File: config.mk
export PLATFORM = sky130hd
export DESIGN_NAME = turn_scheduler_flat
export DESIGN_NICKNAME = d
export VERILOG_FILES = /design/src/rtl/turn_scheduler_if.sv /design/src/rtl/turn_scheduler.sv /design/src/flat_wrapper.sv
export SDC_FILE = /design/constraint.sdc
export NUM_CORES = 1
export LEC_CHECK = 0
export CORE_ASPECT_RATIO = 1.1
export CORE_MARGIN = 2
export CORE_UTILIZATION = 41
export CTS_CLUSTER_DIAMETER = 200
export CTS_CLUSTER_SIZE = 28
export DETAILED_ROUTE_END_ITERATION = 6
export PLACE_DENSITY_LB_ADDON = 0.3
export SETUP_SLACK_MARGIN = 0.2
export SYNTH_ARGS = -nofsm -noshare
export SYNTH_HDL_FRONTEND = slang
export SYNTH_SLANG_ARGS = --single-unit
File: constraint.sdc
create_clock -name clk60MHz -period 1.65 [get_ports clk60MHz]
set_input_delay 0.33 -clock clk60MHz [delete_from_list [all_inputs] [get_ports clk60MHz]]
set_output_delay 0.33 -clock clk60MHz [all_outputs]
set_load 0.02 [all_outputs]
File: src/rtl/turn_scheduler_if.sv
// Projectile engine handshake: the turn scheduler launches throws (master),
// the engine reports flight status back (slave).
interface turn_scheduler_if;
  logic       throw_start;
  logic [6:0] throw_power;
  logic       throw_busy;

  modport master (
    output throw_start,
    output throw_power,
    input  throw_busy
  );

  modport slave (
    input  throw_start,
    input  throw_power,
    output throw_busy
  );
endinterface

File: src/rtl/turn_scheduler.sv
// Turn scheduler: arbitrates the single projectile engine between the local
// player (cat) and the remote player (dog), tracks each throw's flight, and
// hands the turn over. Publishes turn owner and completed-turn count.
//
// Build option TURN_TIMEOUT_EN: when defined, a per-turn countdown runs in
// AWAIT_THROW and an expired turn is forfeited. When undefined, the countdown
// is absent, seconds_left_o stays at TURN_SECONDS and forfeit_o is tied low.
module turn_scheduler #(
  parameter int unsigned TICKS_PER_SEC = 60_000_000,
  parameter int unsigned TURN_SECONDS  = 10,
  parameter int unsigned BUSY_WAIT_MAX = 255
) (
  input  logic             clk60MHz,
  input  logic             rst,
  input  logic             game_over_i,
  input  logic             local_req_i,
  input  logic [6:0]       local_power_i,
  input  logic             remote_req_i,
  input  logic [6:0]       remote_power_i,
  turn_scheduler_if.master eng_io,
  output logic             turn_owner_o,
  output logic [2:0]       turn_cnt_o,
  output logic [3:0]       seconds_left_o,
  output logic             turn_advance_o,
  output logic             forfeit_o
);

  // Busy-wait counter spans 0..BUSY_WAIT_MAX-1, so WAIT_BUSY lasts at most
  // BUSY_WAIT_MAX cycles.
  localparam int unsigned     BusyW     = (BUSY_WAIT_MAX > 1) ? $clog2(BUSY_WAIT_MAX) : 1;
  localparam logic [BusyW-1:0] BusyLast = BusyW'(BUSY_WAIT_MAX - 1);
  localparam logic [3:0]      SecReload = 4'(TURN_SECONDS);

`ifdef TURN_TIMEOUT_EN
  localparam int unsigned     PresW    = (TICKS_PER_SEC > 1) ? $clog2(TICKS_PER_SEC) : 1;
  localparam logic [PresW-1:0] PresLast = PresW'(TICKS_PER_SEC - 1);
`endif

  typedef enum logic [2:0] {
    StAwaitThrow,
    StLaunch,
    StWaitBusy,
    StInFlight,
    StSettle
  } state_e;

  state_e           state_q;
  logic             owner_q;
  logic [2:0]       cnt_q;
  logic [6:0]       power_q;
  logic             start_q;
  logic             advance_q;
  logic [BusyW-1:0] busy_cnt_q;

`ifdef TURN_TIMEOUT_EN
  logic [3:0]       secs_q;
  logic [PresW-1:0] presc_q;
  logic             flag_q;
  logic             forfeit_q;
`else
  logic             unused_ticks;
  assign unused_ticks = ^TICKS_PER_SEC;
`endif

  logic       owner_req;
  logic [6:0] owner_power;

  // Select the current turn owner's request; the other player is ignored.
  always_comb begin
    owner_req   = local_req_i;
    owner_power = local_power_i;
    if (owner_q) begin
      owner_req   = remote_req_i;
      owner_power = remote_power_i;
    end
  end

  // Turn sequencing FSM with all outputs registered.
  always_ff @(posedge clk60MHz) begin
    if (rst) begin
      state_q    <= StAwaitThrow;
      owner_q    <= 1'b0;
      cnt_q      <= 3'd0;
      power_q    <= 7'd0;
      start_q    <= 1'b0;
      advance_q  <= 1'b0;
      busy_cnt_q <= '0;
`ifdef TURN_TIMEOUT_EN
      secs_q     <= SecReload;
      presc_q    <= '0;
      flag_q     <= 1'b0;
      forfeit_q  <= 1'b0;
`endif
    end else begin
      start_q   <= 1'b0;
      advance_q <= 1'b0;
`ifdef TURN_TIMEOUT_EN
      forfeit_q <= 1'b0;
`endif
      unique case (state_q)
        StAwaitThrow: begin
          // game_over freezes everything here, countdown included.
          if (!game_over_i) begin
            // A request beats an expired countdown in the same cycle.
            if (owner_req) begin
              power_q <= owner_power;
              state_q <= StLaunch;
            end
`ifdef TURN_TIMEOUT_EN
            else if (secs_q == 4'd0) begin
              flag_q  <= 1'b1;
              state_q <= StSettle;
            end else if (presc_q == PresLast) begin
              // secs_q is nonzero here, so the decrement saturates at 0.
              presc_q <= '0;
              secs_q  <= secs_q - 4'd1;
            end else begin
              presc_q <= presc_q + 1'b1;
            end
`endif
          end
        end
        StLaunch: begin
          start_q    <= 1'b1;
          busy_cnt_q <= '0;
          state_q    <= StWaitBusy;
        end
        StWaitBusy: begin
          if (eng_io.throw_busy) begin
            state_q <= StInFlight;
          end else if (busy_cnt_q == BusyLast) begin
            // Engine never acknowledged: give up, turn still advances.
            state_q <= StSettle;
          end else begin
            busy_cnt_q <= busy_cnt_q + 1'b1;
          end
        end
        StInFlight: begin
          if (!eng_io.throw_busy) begin
            state_q <= StSettle;
          end
        end
        StSettle: begin
          advance_q <= 1'b1;
          owner_q   <= ~owner_q;
          cnt_q     <= cnt_q + 3'd1;
`ifdef TURN_TIMEOUT_EN
          forfeit_q <= flag_q;
          flag_q    <= 1'b0;
          secs_q    <= SecReload;
          presc_q   <= '0;
`endif
          state_q   <= StAwaitThrow;
        end
        default: state_q <= StAwaitThrow;
      endcase
    end
  end

  assign eng_io.throw_start = start_q;
  assign eng_io.throw_power = power_q;
  assign turn_owner_o       = owner_q;
  assign turn_cnt_o         = cnt_q;
  assign turn_advance_o     = advance_q;
`ifdef TURN_TIMEOUT_EN
  assign seconds_left_o     = secs_q;
  assign forfeit_o          = forfeit_q;
`else
  assign seconds_left_o     = SecReload;
  assign forfeit_o          = 1'b0;
`endif

endmodule

File: src/flat_wrapper.sv
// flat-port wrapper written by rule: the top's interface ports become plain ports
module turn_scheduler_flat 
#(
  parameter int unsigned TICKS_PER_SEC = 60_000_000,
  parameter int unsigned TURN_SECONDS  = 10,
  parameter int unsigned BUSY_WAIT_MAX = 255
)
  (clk60MHz, rst, game_over_i, local_req_i, local_power_i, remote_req_i, remote_power_i, turn_owner_o, turn_cnt_o, seconds_left_o, turn_advance_o, forfeit_o, eng_io_throw_start, eng_io_throw_power, eng_io_throw_busy);
  turn_scheduler_if eng_io_i ();
  input  logic clk60MHz;
  input  logic rst;
  input  logic game_over_i;
  input  logic local_req_i;
  input  logic [6:0] local_power_i;
  input  logic remote_req_i;
  input  logic [6:0] remote_power_i;
  output logic turn_owner_o;
  output logic [2:0] turn_cnt_o;
  output logic [3:0] seconds_left_o;
  output logic turn_advance_o;
  output logic forfeit_o;
  output wire logic [$bits(eng_io_i.throw_start)-1:0] eng_io_throw_start;
  output wire logic [$bits(eng_io_i.throw_power)-1:0] eng_io_throw_power;
  input wire logic [$bits(eng_io_i.throw_busy)-1:0] eng_io_throw_busy;
  assign eng_io_throw_start = eng_io_i.throw_start;
  assign eng_io_throw_power = eng_io_i.throw_power;
  assign eng_io_i.throw_busy = eng_io_throw_busy;
  turn_scheduler #(.TICKS_PER_SEC(TICKS_PER_SEC), .TURN_SECONDS(TURN_SECONDS), .BUSY_WAIT_MAX(BUSY_WAIT_MAX)) u_core (.clk60MHz(clk60MHz), .rst(rst), .game_over_i(game_over_i), .local_req_i(local_req_i), .local_power_i(local_power_i), .remote_req_i(remote_req_i), .remote_power_i(remote_power_i), .eng_io(eng_io_i), .turn_owner_o(turn_owner_o), .turn_cnt_o(turn_cnt_o), .seconds_left_o(seconds_left_o), .turn_advance_o(turn_advance_o), .forfeit_o(forfeit_o));
endmodule
==> summary.md <==
| Metric | Value |
|---|---|
| Pre-antenna DRT Iters | 6 |
| CP endpoint kind | register |
| Avg WL per Cell | 15.8 um |
| Number of nets with antenna violations after routing | 0 |
| Buffers on Ports | 32 |
| Vias after detailed routing | 1241 |
| Clock slew at reported path FFs | 0.14 ns |
| GR Util All Layers | 18.1% |
| Dpl cells | 206 |
| Origin of the worst setup path | u_core.busy_cnt_q[0] |
| Final instance area | 2000 um^2 |
| Final WL | 3610 um |
| I/O Pins | 38 |
| Layout area overhead | 62.9% |
| GP Congestion | 0.894 |
| Finished Layout Cells | 228 |
| # clock sinks | 24 |
| Clock latency on the worst-skew pair | 0.33 ns |
| Unrepaired setup endpoints after global routing | yes |
| Synth Cell Area | 1230 um^2 |
| Synth top area cells | dfxtp_1 (39%), mux2i_1 (7.3%), a211oi_1 (4.9%), nor2_1 (4.3%), nand3_1 (3.7%) |
| Worst-path maximum fanout | 6 |
| Starting Density | 43.8% |
| Hold_sp | eng_io_throw_busy |
| GR Overflow Total | 0 |
| R2r startpoint | u_core.busy_cnt_q[0] |
| Yosys cell types | 42 |
| Vias per cell | 5.44 |
| Flops & latches, synth | 24 |
| Overall die height | 61.4 um |
| Final Setup Violations | 0 |
| Largest net degree at the start of global routing | 18 |
| Part of the Yosys area used for sequential elements | 39.1% |
| Average cell area after synthesis | 9.09 um^2 |
| Vias in the first global route | 1124 |
| Placed inst area | 1650 um^2 |
| Post-synth top area cell | dfxtp_1 |
| Clk root buf | clkbuf_4 |
| NumNets Final | 219 |
| Fin worst setup slack | 0.0438 ns |
| CTS tree | done |
| Share of post-route cells with drive strength above 1 | 39.0% |
| Initial DRC count | 30 |
| First-pass GRT wire length | 4800 um |
| Max cap viols | 0 |
| Top cell type's share of synthesized area | 39.1% |
| FMAX | 0.623 GHz |
| # DRC | 0 |
| Startpoint Class | register |
| Critical Path RT | 1.89 ns |
| Total power per unit cell area | 678 nW/um^2 |
| Peak VDD IR | 524 uV |
| Fin. max-slew vios | 0 |
| Initial antenna violation count | 0 |
| Post-synthesis cell count | 135 |
| Ys Warns | 0 |
| Pre-CTS setup slack | -0.240 ns |
| DP HPWL | 2220 um |
| Worst min path class | in2reg |
| Core Region | 2800 um^2 |
| P_leak | 0.802 nW |
| Final Hold Vio Count | 0 |
| Final setup skew | 0.00670 ns |
| ANT cells | 0 |
| Clock tree buffer depth | 2 |
| Rows | 20 |
| WS Path Type | reg2reg |
| CP arrival | 1.84 ns |
| Cts hold-fix bufs | 0 |
| CTS buffer count | 3 |
| Minimum clock period | 1.61 ns |
| Hold Slack | 0.467 ns |
| Die area | 3450 um^2 |
| Outcome | finished clean |
| Final Core Density | 71.3% |
| Die Width | 56.2 um |
| Fin crit share | 97.3% |
| Clock H-tree levels | 1 |
==> area by class of cell <==
class	instances	area (um^2)
timing repair buffer	65	587
inverter	2	7.51
multi-input combinational	100	806
tap	33	41.3
sequential	24	505
fill	216	803
clock buffer	3	22.5
clock inverter	1	30.0
==> metrics by stage <==
stage	power [W]	setup TNS, ns
CTS	0.00130	0
global route	0.00141	-0.0342
floorplan	0.000763	0
global placement	0.000866	-1.43
detailed placement	0.000871	-1.80
finish	0.00135	0
==> placed cells by master, fill, tap and decap left out, types with 2 or more instances in the layout <==
| cell type | count |
|---|---|
| xor2_1 | 3 |
| nand2_1 | 8 |
| clkbuf_2 | 3 |
| a21oi_1 | 5 |
| o211ai_1 | 3 |
| ha_1 | 2 |
| dfxtp_2 | 2 |
| dfxtp_4 | 6 |
| clkbuf_4 | 3 |
| clkdlybuf4s50_1 | 18 |
| nand4_1 | 3 |
| mux2i_1 | 8 |
| a211oi_2 | 6 |
| nand3_1 | 7 |
| nor3_1 | 2 |
| buf_4 | 25 |
| a211oi_1 | 2 |
| dlygate4sd2_1 | 13 |
| buf_6 | 4 |
| or4_1 | 2 |
| or3_2 | 2 |
| conb_1 | 5 |
| nor2_1 | 13 |
| dfxtp_1 | 16 |
| nand2b_1 | 2 |
==> path summary, 6_finish.rpt <==
| path | end | slack, ns | cells past startpoint |
|---|---|---|---|
| max | u_core.state_q[2] | 0.04 | 7 |
| min | u_core.state_q[2] | 0.47 | 3 |
| max reg2reg | u_core.state_q[2] | 0.04 | 7 |
| min reg2reg | u_core.turn_cnt_o[1] | 0.50 | 2 |
==> cells by family (layout without fill, tap and decap cells) <==
kind of cell               Yosys count  in the layout  synth area share, %
AOI/OAI and AO/OA                   26             26                 15.3
DFF                                 24             24                 39.1
buffers and inverters               14             71                 6.93
adders and majority gates            3              3                 3.06
other                                2              5                0.612
muxes                                9              9                 7.34
and+or+nand+nor                     54             54                 25.5
xor gates and xnor gates             3              3                 2.14
==> power by group <==
part           internal [W]  total, W  switching [W]
logic              0.000152  0.000301       0.000149
registers          0.000595  0.000613      0.0000185
clock network      0.000246  0.000440       0.000194
==> registers in the layout, indices dropped and copies added (netlist names) <==
register,flops
u_core.turn_cnt_o,3
u_core.turn_advance_o,1
u_core.turn_owner_o,1
u_core.eng_io.throw_power,7
u_core.eng_io.throw_start,1
u_core.state_q,3
u_core.busy_cnt_q,8
==> Yosys cell counts, drive strengths merged <==
library cell	count
clkbuf	4
o211ai	3
or3	3
or4	2
o221a	1
nand2b	2
conb	2
o31ai	1
or3b	2
ha	3
nand2	9
nand4	3
dfxtp	24
mux2i	9
o2bb2ai	1
nor3b	1
or2	1
nand3b	1
a22oi	1
nor3	3
inv	2
o31a	1
nor4	1
nor4b	2
xor2	3
o2111ai	1
o21ai	2
nor2	14
nand3	9
buf	8
o221ai	1
a21oi	6
and3b	1
a211oi	8
==> worst max-delay path, cell delays in order (launching register included) <==
cell and delay (ns):
dfxtp_2 0.35, inv_2 0.07, ha_4 0.12, nand4_1 0.17, o21ai_4 0.27, buf_6 0.15, o211ai_1 0.12, nor4b_1 0.26
==> metal layers <==
metal / global-route usage, % / up-vias / wire, um / part of all wire [%]
li1: - / 605 / - / -
met1: 21.2 / 583 / 1540 / 43
met2: 31.9 / 42 / 1780 / 49
met3: 3.99 / 11 / 185 / 5.1
met4: 9.18 / 0 / 102 / 2.8
met5: 0 / - / 0 / 0
==> what timing repair did <==
action / in CTS / in global routing
hold endpoints to repair: 0 / 0
pin swaps: 8 / 12
gates resized for setup: 30 / 29
cloned: 0 / 1
buffers inserted: 4 / 13
setup endpoints to repair: 29 / 19
(Power assumes the default switching activity.)
